--- config.mk ---
export PLATFORM = sky130hd
export DESIGN_NAME = noc_local_ni
export DESIGN_NICKNAME = d
export VERILOG_FILES = /design/src/rtl/noc_pkg.sv /design/src/rtl/noc_sync_fifo.sv /design/src/rtl/noc_local_ni.sv
export SDC_FILE = /design/constraint.sdc
export NUM_CORES = 1
export LEC_CHECK = 0
export CORE_MARGIN = 1.5
export CORE_UTILIZATION = 44
export DETAILED_ROUTE_END_ITERATION = 10
export DONT_BUFFER_PORTS = 1
export GPL_ROUTABILITY_DRIVEN = 0
export HOLD_SLACK_MARGIN = 0.06
export SYNTH_ARGS = -nofsm -noshare
export SYNTH_HDL_FRONTEND = slang
export SYNTH_HIERARCHICAL = 1
export SYNTH_SLANG_ARGS = --single-unit
--- constraint.sdc ---
create_clock -name clk -period 2.87 [get_ports clk]
set_input_delay 0.4305 -clock clk [delete_from_list [all_inputs] [get_ports clk]]
set_output_delay 0.4305 -clock clk [all_outputs]
set_load 0.03 [all_outputs]
--- src/rtl/noc_pkg.sv ---
// Shared flit layout, field offsets and FSM state encodings for the local network interface.
package noc_pkg;

    localparam int COORD_W  = 4;
    localparam int DATA_W   = 23;

    localparam int DST_X_HI = 38;
    localparam int DST_X_LO = 35;
    localparam int DST_Y_HI = 34;
    localparam int DST_Y_LO = 31;
    localparam int SRC_X_HI = 30;
    localparam int SRC_X_LO = 27;
    localparam int SRC_Y_HI = 26;
    localparam int SRC_Y_LO = 23;
    localparam int DATA_HI  = 22;
    localparam int DATA_LO  = 0;

    typedef struct packed {
        logic [COORD_W-1:0] dst_x;
        logic [COORD_W-1:0] dst_y;
        logic [COORD_W-1:0] src_x;
        logic [COORD_W-1:0] src_y;
        logic [DATA_W-1:0]  data;
    } flit_t;

    typedef enum logic [1:0] {
        T_IDLE,
        T_SETUP,
        T_REQ,
        T_REL
    } tx_state_e;

    typedef enum logic {
        R_IDLE,
        R_ACK
    } rx_state_e;

endpackage

--- src/rtl/noc_sync_fifo.sv ---
// First-word fall-through synchronous FIFO; one write port, one read port, power-of-2 depth.
module noc_sync_fifo #(
    parameter int W     = 8,
    parameter int DEPTH = 4
) (
    input  logic         clk,
    input  logic         rst_n,
    input  logic         push,
    input  logic [W-1:0] wr_data,
    input  logic         pop,
    output logic [W-1:0] rd_data,
    output logic         full,
    output logic         empty
);

    localparam int AW = (DEPTH > 1) ? $clog2(DEPTH) : 1;

    logic [W-1:0]  mem [DEPTH];
    logic [AW-1:0] wr_ptr;
    logic [AW-1:0] rd_ptr;
    logic [AW:0]   count;
    logic          do_push;
    logic          do_pop;

    assign full    = (count == (AW+1)'(DEPTH));
    assign empty   = (count == '0);
    assign do_pop  = pop && !empty;
    // A pop in the same cycle frees the slot, so push while full is legal then.
    assign do_push = push && (!full || do_pop);
    assign rd_data = mem[rd_ptr];

    always_ff @(posedge clk) begin
        if (!rst_n) begin
            wr_ptr <= '0;
            rd_ptr <= '0;
            count  <= '0;
        end else begin
            if (do_push) wr_ptr <= wr_ptr + AW'(1);
            if (do_pop)  rd_ptr <= rd_ptr + AW'(1);
            case ({do_push, do_pop})
                2'b10:   count <= count + (AW+1)'(1);
                2'b01:   count <= count - (AW+1)'(1);
                default: count <= count;
            endcase
        end
    end

    always_ff @(posedge clk) begin
        if (do_push) mem[wr_ptr] <= wr_data;
    end

    a_no_overflow: assert property (@(posedge clk) disable iff (!rst_n) !(push && full && !pop));

endmodule

--- src/rtl/noc_local_ni.sv ---
// Local network interface: PE valid/ready on one side, router local port over 4-phase bundled data on the other.
module noc_local_ni
    import noc_pkg::*;
#(
    parameter int         WIDTH    = 39,
    parameter logic [3:0] X_LOCAL  = 4'b0000,
    parameter logic [3:0] Y_LOCAL  = 4'b0001,
    parameter int         TX_DEPTH = 4,
    parameter int         RX_DEPTH = 4
) (
    input  logic             clk,
    input  logic             rst_n,
    input  logic             tx_valid,
    output logic             tx_ready,
    input  logic [3:0]       tx_dst_x,
    input  logic [3:0]       tx_dst_y,
    input  logic [22:0]      tx_data,
    output logic             rx_valid,
    input  logic             rx_ready,
    output logic [3:0]       rx_src_x,
    output logic [3:0]       rx_src_y,
    output logic [22:0]      rx_data,
    output logic             li_req,
    output logic [WIDTH-1:0] li_data,
    input  logic             li_ack,
    input  logic             lo_req,
    input  logic [WIDTH-1:0] lo_data,
    output logic             lo_ack,
    output logic             err_self,
    output logic             err_misrt
);

    localparam int RX_W = SRC_X_HI + 1;

    logic             running;
    logic             ack_m, ack_s, req_m, req_s;
    flit_t            tx_flit;
    logic             tx_fire, tx_self, tx_push, tx_pop, tx_full, tx_empty;
    logic [WIDTH-1:0] tx_head;
    logic             rx_push, rx_pop, rx_full, rx_empty;
    logic [RX_W-1:0]  rx_head;
    tx_state_e        tx_state, tx_next;
    rx_state_e        rx_state, rx_next;
    logic             li_load, li_req_d, lo_sample, lo_match, lo_ack_d;

    // Two-flop synchronizers for the asynchronous handshake inputs
    always_ff @(posedge clk) begin
        if (!rst_n) begin
            running <= 1'b0;
            ack_m   <= 1'b0;
            ack_s   <= 1'b0;
            req_m   <= 1'b0;
            req_s   <= 1'b0;
        end else begin
            running <= 1'b1;
            ack_m   <= li_ack;
            ack_s   <= ack_m;
            req_m   <= lo_req;
            req_s   <= req_m;
        end
    end

    assign tx_ready = running && !tx_full;
    assign tx_fire  = tx_valid && tx_ready;
    assign tx_self  = (tx_dst_x == X_LOCAL) && (tx_dst_y == Y_LOCAL);
    assign tx_push  = tx_fire && !tx_self;
    assign tx_flit  = '{dst_x: tx_dst_x, dst_y: tx_dst_y, src_x: X_LOCAL, src_y: Y_LOCAL, data: tx_data};

    noc_sync_fifo #(.W(WIDTH), .DEPTH(TX_DEPTH)) u_tx_fifo (
        .clk     (clk),
        .rst_n   (rst_n),
        .push    (tx_push),
        .wr_data (tx_flit),
        .pop     (tx_pop),
        .rd_data (tx_head),
        .full    (tx_full),
        .empty   (tx_empty)
    );

    // TX handshake FSM; li_req is registered so the router never sees a decode glitch
    always_ff @(posedge clk) begin
        if (!rst_n) begin
            tx_state <= T_IDLE;
            li_req   <= 1'b0;
            li_data  <= '0;
        end else begin
            tx_state <= tx_next;
            li_req   <= li_req_d;
            if (li_load) li_data <= tx_head;
        end
    end

    always_comb begin
        tx_next = tx_state;
        case (tx_state)
            T_IDLE:  if (!tx_empty) tx_next = T_SETUP;
            T_SETUP: tx_next = T_REQ;
            T_REQ:   if (ack_s) tx_next = T_REL;
            T_REL:   if (!ack_s) tx_next = T_IDLE;
            default: tx_next = T_IDLE;
        endcase
    end

    always_comb begin
        li_load  = (tx_state == T_IDLE) && !tx_empty;
        li_req_d = (tx_next == T_REQ);
        tx_pop   = (tx_state == T_REQ) && ack_s;
    end

    // RX handshake FSM; only src and payload are stored since dst is known to be local
    always_ff @(posedge clk) begin
        if (!rst_n) begin
            rx_state <= R_IDLE;
            lo_ack   <= 1'b0;
        end else begin
            rx_state <= rx_next;
            lo_ack   <= lo_ack_d;
        end
    end

    always_comb begin
        rx_next = rx_state;
        case (rx_state)
            R_IDLE:  if (req_s && !rx_full) rx_next = R_ACK;
            R_ACK:   if (!req_s) rx_next = R_IDLE;
            default: rx_next = R_IDLE;
        endcase
    end

    always_comb begin
        lo_sample = (rx_state == R_IDLE) && req_s && !rx_full;
        lo_match  = (lo_data[DST_X_HI:DST_X_LO] == X_LOCAL) && (lo_data[DST_Y_HI:DST_Y_LO] == Y_LOCAL);
        rx_push   = lo_sample && lo_match;
        lo_ack_d  = (rx_next == R_ACK);
    end

    always_ff @(posedge clk) begin
        if (!rst_n) begin
            err_self  <= 1'b0;
            err_misrt <= 1'b0;
        end else begin
            err_self  <= tx_fire && tx_self;
            err_misrt <= lo_sample && !lo_match;
        end
    end

    noc_sync_fifo #(.W(RX_W), .DEPTH(RX_DEPTH)) u_rx_fifo (
        .clk     (clk),
        .rst_n   (rst_n),
        .push    (rx_push),
        .wr_data (lo_data[SRC_X_HI:0]),
        .pop     (rx_pop),
        .rd_data (rx_head),
        .full    (rx_full),
        .empty   (rx_empty)
    );

    assign rx_valid = !rx_empty;
    assign rx_pop   = rx_valid && rx_ready;

    always_comb begin
        rx_src_x = '0;
        rx_src_y = '0;
        rx_data  = '0;
        if (rx_valid) begin
            rx_src_x = rx_head[SRC_X_HI:SRC_X_LO];
            rx_src_y = rx_head[SRC_Y_HI:SRC_Y_LO];
            rx_data  = rx_head[DATA_HI:DATA_LO];
        end
    end

endmodule

Word-level counts from Yosys, hierarchy flattened
Memory sizes are Yosys's and may differ from the RTL's. A register that Yosys moved wholly into a read port is not among the register bits. Cells that the tools add are included.

Add/subtract/negate cells: 8. Equality and inequality tests: 12. Multiplexer cells: 19. Bitwise logic cells: 1. Reductions and logical operators: 34.

Operators with widths (number): two-way mux 23 bit (1); logical AND 1 bit (18); case mux 3 bit (2 select lines) (2); == test 2 bit, second input constant (5); two-way mux 2 bit (5); adder 2 x 1 -> 2 bit, second input constant (4); == test 4 x 1 -> 1 bit, second input constant (2); zero test 4 bit (2); two-way mux 4 bit (2); case mux 2 bit (4 select lines) (1); zero test 1 bit (7); two-way mux 1 bit (7); adder 3 x 1 -> 3 bit, second input constant (2); == test 2 x 1 -> 1 bit, second input constant (3); == test 3 bit, second input constant (2); zero test 3 bit (2); subtractor 3 x 1 -> 3 bit, second input constant (2); nonzero test 2 bit (2); zero test 2 bit (1); logical OR 1 bit (2); case mux 1 bit (2 select lines) (1); NOT 1 bit (1).

Bits in registers: 64. RAM bits: 248. Bits of input ports: 76. Output and inout bits: 76. Logic and storage cells: 93. Memories kept: 2.

Memory list: u_rx_fifo.mem (depth 4, width 31, read ports 1, clocked after memory_dff 1, write ports 1, line noc_sync_fifo.sv:18) `logic [W-1:0] mem [DEPTH];`; u_tx_fifo.mem (depth 4, width 31, read ports 1, clocked after memory_dff 1, write ports 1, line noc_sync_fifo.sv:18).

Logic depth before layout (Yosys ltp)
Gate-level depths: netlist of the first run.

Word-level depth: 8. Gate-level depth with buffers: 10. Mapped depth without buffers: 9.

Hierarchy
Netlist of the first run, hierarchy kept.

By module, submodules not included: noc_sync_fifo at u_tx_fifo (times used 1, cells an instance 263, area an instance 6158.4 µm², seq. area each 4864.7 µm²); noc_sync_fifo at u_rx_fifo (times used 1, cells an instance 221, area an instance 5012.3 µm², seq. area each 3903.7 µm²); noc_local_ni (times used 1, cells an instance 250, area an instance 2187.1 µm², seq. area each 1001.0 µm²).

Worst setup path before layout of the first run
Ideal clock, no wire load.

Path kind: reg2reg. From: reg u_rx_fifo.count[0]. To: mem u_rx_fifo/mem[0][0] in the netlist's numbering (enable). Arrival: 2.193 ns. Setup slack: 0.278 ns. Stages on the path, launching flop included: 8. Buffers on the path: 2. Period minus slack after synthesis: 2.592 ns. Cells stage by stage: dfxtp_1 buf_6 nor3_1 clkbuf_1 nor2b_1 nor4b_2 nor2b_2 and2_1.

Cells in the longest elaborated chain, start to end: 8. Elaborated cells on any way between the ends: 12.

RTL lines: from (decl) (line noc_sync_fifo.sv:21) `logic [AW:0] count;`; from (signal assigned) (line noc_sync_fifo.sv:41) `2'b10: count <= count + (AW+1)'(1);`; from (signal assigned) (line noc_sync_fifo.sv:42) `2'b01: count <= count - (AW+1)'(1);`; from (signal assigned) (line noc_sync_fifo.sv:43) `default: count <= count;`; zero test 3 bit (line noc_sync_fifo.sv:26) `assign empty = (count == '0);`; net rx_empty (line noc_local_ni.sv:40) `logic rx_push, rx_pop, rx_full, rx_empty;`; zero test 1 bit (line noc_local_ni.sv:158) `assign rx_valid = !rx_empty;`; logical AND 1 bit (line noc_local_ni.sv:159) `assign rx_pop = rx_valid && rx_ready;`; net rx_pop (line noc_local_ni.sv:40); logical AND 1 bit (line noc_sync_fifo.sv:27) `assign do_pop = pop && !empty;`; logical OR 1 bit (line noc_sync_fifo.sv:29) `assign do_push = push && (!full || do_pop);`; logical AND 1 bit (line noc_sync_fifo.sv:29); two-way mux 1 bit (line noc_sync_fifo.sv:49) `if (do_push) mem[wr_ptr] <= wr_data;`; two-way mux 1 bit (not written as such) (line noc_sync_fifo.sv:49); to (decl) (line noc_sync_fifo.sv:18).

The timed path passes the listed nets, and every way through them passes these cells.

Worst setup path after layout of the first run
From: reg u_rx_fifo.count[0]. To: reg u_rx_fifo.count[1].

Cells in the longest elaborated chain, start to end: 8. Elaborated cells on any way between the ends: 16.

RTL lines: zero test 3 bit (*) (line noc_sync_fifo.sv:26); net rx_empty (line noc_local_ni.sv:40); zero test 1 bit (*) (line noc_local_ni.sv:158); logical AND 1 bit (*) (line noc_local_ni.sv:159); net rx_pop (line noc_local_ni.sv:40); logical AND 1 bit (*) (line noc_sync_fifo.sv:27); logical OR 1 bit (line noc_sync_fifo.sv:29); logical AND 1 bit (line noc_sync_fifo.sv:29); == test 2 x 1 -> 1 bit or == test 2 bit (tied branches) (line noc_sync_fifo.sv:40) `case ({do_push, do_pop})`; case mux 3 bit (2 select lines) or nonzero test 2 bit (tied branches).

Mark *: on every way through the listed nets, which the timed path passes. The rest lies on a longest branch. A chain may end at the register's enable or synchronous reset.

==> results of run 1 <==
[layer usage]
layer	track usage	vias to the layer above	routed length, microns
met3	0.0337	44	1300
met1	0.204	3405	10500
met5	0	-	12
met4	0.0523	2	558
met2	0.293	162	13000
li1	-	3086	-
[cells in the mapped netlist (3+ instances only)]
library cell | number | share of area
edfxtp_1 | 280 | 0.63
nand2_1 | 90 | 0.025
mux4_2 | 70 | 0.12
dfxtp_1 | 68 | 0.10
mux2i_1 | 43 | 0.032
nor2b_1 | 36 | 0.017
and2_1 | 22 | 0.010
inv_1 | 13 | 0.0037
buf_2 | 11 | 0.0041
clkbuf_1 | 10 | 0.0028
ha_1 | 8 | 0.0075
nor2_1 | 8 | 0.0022
buf_4 | 7 | 0.0039
xor2_1 | 6 | 0.0039
a21oi_1 | 5 | 0.0019
buf_6 | 4 | 0.0034
nand2b_1 | 4 | 0.0019
nor3_1 | 4 | 0.0015
xnor2_1 | 4 | 0.0026
buf_1 | 3 | 0.00084
nand3b_1 | 3 | 0.0017
o21a_1 | 3 | 0.0017
o21ai_0 | 3 | 0.0011
[worst max path at each step]
stage,end,slack (ps),cells after the start
2_1_floorplan,u_rx_fifo/mem[0][0],280,7
3_3_place_gp,u_tx_fifo/count[2],390,8
3_5_place_dp,u_tx_fifo/count[2],320,8
4_1_cts,rx_data[16],350,4
5_1_grt,u_rx_fifo/count[2],180,8
6_report,u_rx_fifo/count[1],370,8
[worst max-delay path, stage by stage (launching register included)]
cell and delay (ps):
dfxtp_1 510, nor3_2 90, nor2b_1 350, o31a_1 340, nand2b_1 140, fa_1 470, a211oi_1 170, o21ai_0 130
a21oi_1 220
[per-stage QoR]
step	power [uW]	util
final	10700	0.543
after global routing	11000	0.543
after floorplan	5810	-
after CTS	10800	0.543
after detailed placement	5850	0.478
after global placement	5840	0.478
[area by class of cell]
type	count	area, sq um
clock inverters	20	225
inverters	13	48.8
well taps	390	488
clock buffers	50	1050
diodes	1	2.50
flip-flops and latches	348	9770
fillers	2359	13600
multi-input cells	368	3470
repair buffers	118	1140
[cell families (layout without fill, tap and decap cells)]
| group | Yosys count | after routing |
|---|---|---|
| AO/OA/AOI/OAI | 21 | 21 |
| XOR/XNOR | 10 | 10 |
| adder cells (fa/ha/maj) | 10 | 10 |
| buffers and inverters | 48 | 201 |
| flip-flops | 348 | 348 |
| multiplexers | 113 | 113 |
| other | 2 | 33 |
| AND/OR/NAND/NOR | 182 | 182 |
[power groups by stage]
| stage | clock, uW | combinational, uW | sequential [uW] |
|---|---|---|---|
| floorplan | 0 | 136 | 5680 |
| global placement | 0 | 154 | 5680 |
| detailed placement | 0 | 158 | 5690 |
| CTS | 4950 | 285 | 5580 |
| global route | 5140 | 312 | 5580 |
| finish | 4820 | 281 | 5580 |
[flip-flops by register name (all words and copies together), names as in the netlist, 2 cells and up, named ones only]
register	flops
u_tx_fifo/count	3
u_tx_fifo/wr_ptr	2
u_tx_fifo/rd_ptr	2
tx_state	2
u_rx_fifo/count	3
u_rx_fifo/mem	124
u_tx_fifo/mem	156
u_rx_fifo/rd_ptr	2
u_rx_fifo/wr_ptr	2
li_data	39
==> metrics.md, run 1 <==
| Metric | Value |
|---|---|
| WS Path Type | register to register |
| Distinct cells, synth | 44 |
| Ys async rst share | 0 |
| Leading cell type in the layout, fill and taps excluded | edfxtp_1 |
| Core ar. | 29,800 sq um |
| Via count | 6,699 |
| Min Tclk post-route | 2500 ps |
| Post-synth EDFFs | 280 |
| Worst-path fanout max | 8 |
| CTS tree | yes |
| Worst r2r src | u_rx_fifo/count[0] |
| DRT iter0 DRCs | 424 |
| Die width | 177 microns |
| CTS Sinks | 348 |
| Post-Syn Instances | 734 |
| Final Max Slew Viols | 0 |
| Clock power frac | 0.451 |
| Leak Pwr | 0.00535 uW |
| Largest family of logic cells by synthesized area | multiplexers |
| Min-delay src | rst_n |
| Setup TNS Final | 0 ps |
| Max Cap Violations | 0 |
| CP startpoint kind | register |
| Internal power | 8540 uW |
| Post-synth top flop | edfxtp_1 |
| Total Die Area | 31,400 sq um |
| FF+latch count, synth | 348 |
| Sequential element share of the synthesized area | 0.731 |
| Worst slack, placed | 315 ps |
| Post-Synth XOR/XNOR Area | 0.00656 |
| Die height | 177 microns |
| DR WL/cell | 19.4 microns |
| Highest clock rate | 400 MHz |
| Tightest Hold Check Type | primary input to register |
| Post-synthesis simple-gate area fraction | 0.0701 |
| Wirelength, routed | 25,400 microns |
| Most frequent cells in the layout | edfxtp_1 (280), nand2_1 (90), mux4_2 (70) |
| Root Driver | clkbuf_16 |
| Largest net degree at the start of global routing | 68 |
| Setup WS post-layout | 370 ps |
| WHS | 104 ps |
| RSZ-0062 raised after global routing | no |
| DP Cell Count | 1,170 |
| Hold path cells | 2 |
| Port Buffers | 0 |
| CP startpoint | u_rx_fifo/count[0] |
| Period utilisation layout | 0.871 |
| Nets | 973 |
| Fin. Hold Viols | 0 |
| Final std cells w/o fill | 1,308 |
| Worst R2R Path Depth | 8 |
| Clk_skew | 17.5 ps |
| Avg Synthesized Cell Area | 18.2 sq um |
| Setup Fix Bufs, Post-CTS | 0 |
| Hold_buf cts | 67 |
| Seq pwr share | 0.522 |
| Crit end category | register |
| PwrDens | 660 nW/um^2 |
| Clock transition at path regs | 60 ps |
| Post-DP Area | 14,200 sq um |
| Worst path arrival time | 2940 ps |
| Final setup violation count | 0 |
| Synth Area in Adders | 0.0105 |
| Clk_lat worst skew | 530 ps |
| Antenna Nets Post-Route | 0 |
| Switch share | 0.201 |
| Multiplexer share of the synthesized area | 0.150 |
| Post_cts resized | 0 |
| Htree depth | 2 |
| Status | completed |
| First-pass GRT wire length | 39,500 microns |
| Synth-to-layout area growth | 21.2% |
| CTS Buf Count | 38 |
| Peak supply drop | 0.446 mV |
| Worst Tran Pin Value | 689 ps |
| Post-Layout Inst Area | 16,200 sq um |
| Vias/cell | 5.12 |
| Synth Area in Compound Gates | 0.0120 |
| Syn Std Cell Area | 13,400 sq um |
| Starting density of the core | 0.448 |
| RR Endpoint | u_rx_fifo/count[1] |
| Drt pass-1 iters | 4 |
| DRC | 0 |
| Initial antenna violation count | 2 |
| Crit path required time | 3310 ps |
| Longest Clk Path Bufs | 3 |
| Flop2flop setup slack | 370 ps |
| Total grt overflow | 0 |
| Tot GR Track Use | 0.166 |
| Row cnt | 63 |
| Psw | 2140 uW |
| Comb pwr share | 0.026 |
| Vias in the first global route | 7,200 |
| HPWL Detailed | 14,800 microns |
| Share of cells above drive strength 1 | 0.217 |
| Hold EP | li_data[27] |
| Io pins | 152 |
| Yosys warns | 6 |
| Slew headroom | 0.539 |
Power figures use the tool's default switching activity.
==> inputs of run 2 (changes only) <==
Clock period 2.87 ns to 2.1 ns, I/O delays scaled along.
==> run 2 against run 1 <==
Effect of this change:
- power up 37%
- critical path depth down 3
- the run now ends with negative setup slack left
- global-route usage up 1.2 points
- first-iteration DRC count down 12%
- cell count up 3.1%
- utilization up 2.8 points
- sequential power up 37%
- non-clock buffer count up 44
- clock power up 36%
- design area up 5.2%
- wire length up 9.3%
- critical endpoint is now rx_data[11]
==> metrics.md, run 2 (synthesis results as in run 1) <==
| Metric | Value |
|---|---|
| Port Buffers | 0 |
| Clock power frac | 0.448 |
| Fin. Hold Viols | 0 |
| Switch share | 0.196 |
| Max Cap Violations | 0 |
| Total Die Area | 31,400 sq um |
| Comb pwr share | 0.030 |
| Crit end category | output pin |
| Wirelength, routed | 27,800 microns |
| PwrDens | 858 nW/um^2 |
| Io pins | 152 |
| Die width | 177 microns |
| Setup TNS Final | -4460 ps |
| Tightest Hold Check Type | primary input to register |
| WS Path Type | register to output pin |
| Total grt overflow | 0 |
| Share of cells above drive strength 1 | 0.285 |
| Diodes inserted | 0 |
| CTS Buf Count | 37 |
| Vias/cell | 5.21 |
| Seq pwr share | 0.521 |
| HPWL Detailed | 16,600 microns |
| Period utilisation layout | 1.09 |
| Final setup violation count | 32 |
| Initial antenna violation count | 0 |
| Clk_skew | 13.0 ps |
| Largest net degree at the start of global routing | 103 |
| First-pass GRT wire length | 42,300 microns |
| DP Cell Count | 1,199 |
| Core ar. | 29,800 sq um |
| Leading cell type in the layout, fill and taps excluded | edfxtp_1 |
| Status | complete, but fails checks |
| Setup WS post-layout | -183 ps |
| DR WL/cell | 20.6 microns |
| Power, Total | 14,600 uW |
| DRT iter0 DRCs | 374 |
| Largest register FFs | 156 |
| Drt pass-1 iters | 4 |
| Synth-to-layout area growth | 27.5% |
| Final Max Slew Viols | 0 |
| Die height | 177 microns |
| Most frequent cells in the layout | edfxtp_1 (280), nand2_1 (90), mux4_2 (70) |
| DRC | 0 |
| Worst slack, placed | -249 ps |
| Htree depth | 2 |
| Worst Tran Pin Value | 620 ps |
| Worst-path fanout max | 8 |
| Final std cells w/o fill | 1,349 |
| Most flops, register | u_tx_fifo/mem |
| Slew headroom | 0.585 |
| Peak supply drop | 0.655 mV |
| Worst path arrival time | 1970 ps |
| Starting density of the core | 0.448 |
| Registers with the most flip-flops | u_tx_fifo/mem (156), u_rx_fifo/mem (124), li_data (39) |
| RSZ-0062 raised after global routing | yes |
| Crit path required time | 1780 ps |
| Psw | 2860 uW |
| Failing checks | negative setup slack |
| Antenna Nets Post-Route | 0 |
| Min Tclk post-route | 2280 ps |
| Via count | 7,028 |
| Highest clock rate | 438 MHz |
| CTS Sinks | 348 |
| CP startpoint kind | register |
| Leak Pwr | 0.00577 uW |
| Root Driver | clkbuf_16 |
| Clk_lat worst skew | 510 ps |
| Nets | 1,016 |
| Longest Clk Path Bufs | 3 |
| Tot GR Track Use | 0.178 |
| CTS tree | yes |
| Fill cells | 2,309 |
| Clock transition at path regs | 60 ps |
| Post-layout util | 0.571 |
| Internal power | 11,800 uW |
| Vias in the first global route | 7,731 |
| Row cnt | 63 |
==> run 2: changes by cell type in the layout (fill, tap and decap cells not counted), moves of 9 or more <==
cell | before | now
buf_12 | 7 | 21
buf_4 | 45 | 54
buf_6 | 0 | 18
nor2b_4 | 0 | 13
nor2b_1 | 36 | 22
==> run 2: cell type report <==
class,instances,area (sq um),area share
Sequential cell,348,9780,0.574
Multi-Input combinational cell,368,3650,0.215
Timing Repair Buffer,162,1790,0.105
Clock buffer,54,1090,0.0641
Tap cell,390,488,0.0287
Clock inverter,14,166,0.00977
Inverter,13,52.6,0.00309
==> run 2: path summary, 6_finish.rpt <==
| check | start | to | slack (ps) | cells after the start |
|---|---|---|---|---|
| max reg2reg | u_rx_fifo/count[2] | u_rx_fifo/mem[0][7] | 60 | 8 |
| min reg2reg | ack_m | ack_s | 440 | 1 |
| max | register | rx_data[11] | -180 | 5 |
| min | rst_n | li_data[26] | 110 | 2 |
==> run 2: metal layers <==
layer | global-route usage | vias up | routed length [microns]
li1 | - | 3176 | -
met1 | 0.217 | 3610 | 11400
met2 | 0.322 | 204 | 14500
met3 | 0.0365 | 38 | 1490
met4 | 0.0459 | 0 | 414
met5 | 0 | - | 0
==> run 2: critical path, stage by stage, from the launching register on <==
cell     delay (ps)
dfxtp_4         380
buf_4           120
buf_12          130
mux4_2          530
nor2b_4         150
buf_6           130
==> run 2: repair_timing <==
item,in CTS,in global routing
cloned,3,2
pin swaps,1,6
gates resized for setup,26,46
setup endpoints to repair,33,238
endpoints found under the hold margin,316,0
hold buffers,66,0
buffers inserted,4,8
==> run 2: power groups by stage <==
stage	Sequential, uW	Clock, uW	Combinational [uW]
floorplan	7760	0	186
global placement	7760	0	241
detailed placement	7770	0	250
CTS	7620	6720	441
global route	7620	7000	483
finish	7620	6550	442
==> run 2: stage by stage <==
stage	cell area (sq um)	hold WS, ps
3_5_place_dp	14600	356
3_3_place_gp	14600	352
5_1_grt	17000	81.8
6_report	17000	110
2_1_floorplan	13500	343
4_1_cts	16800	68.6
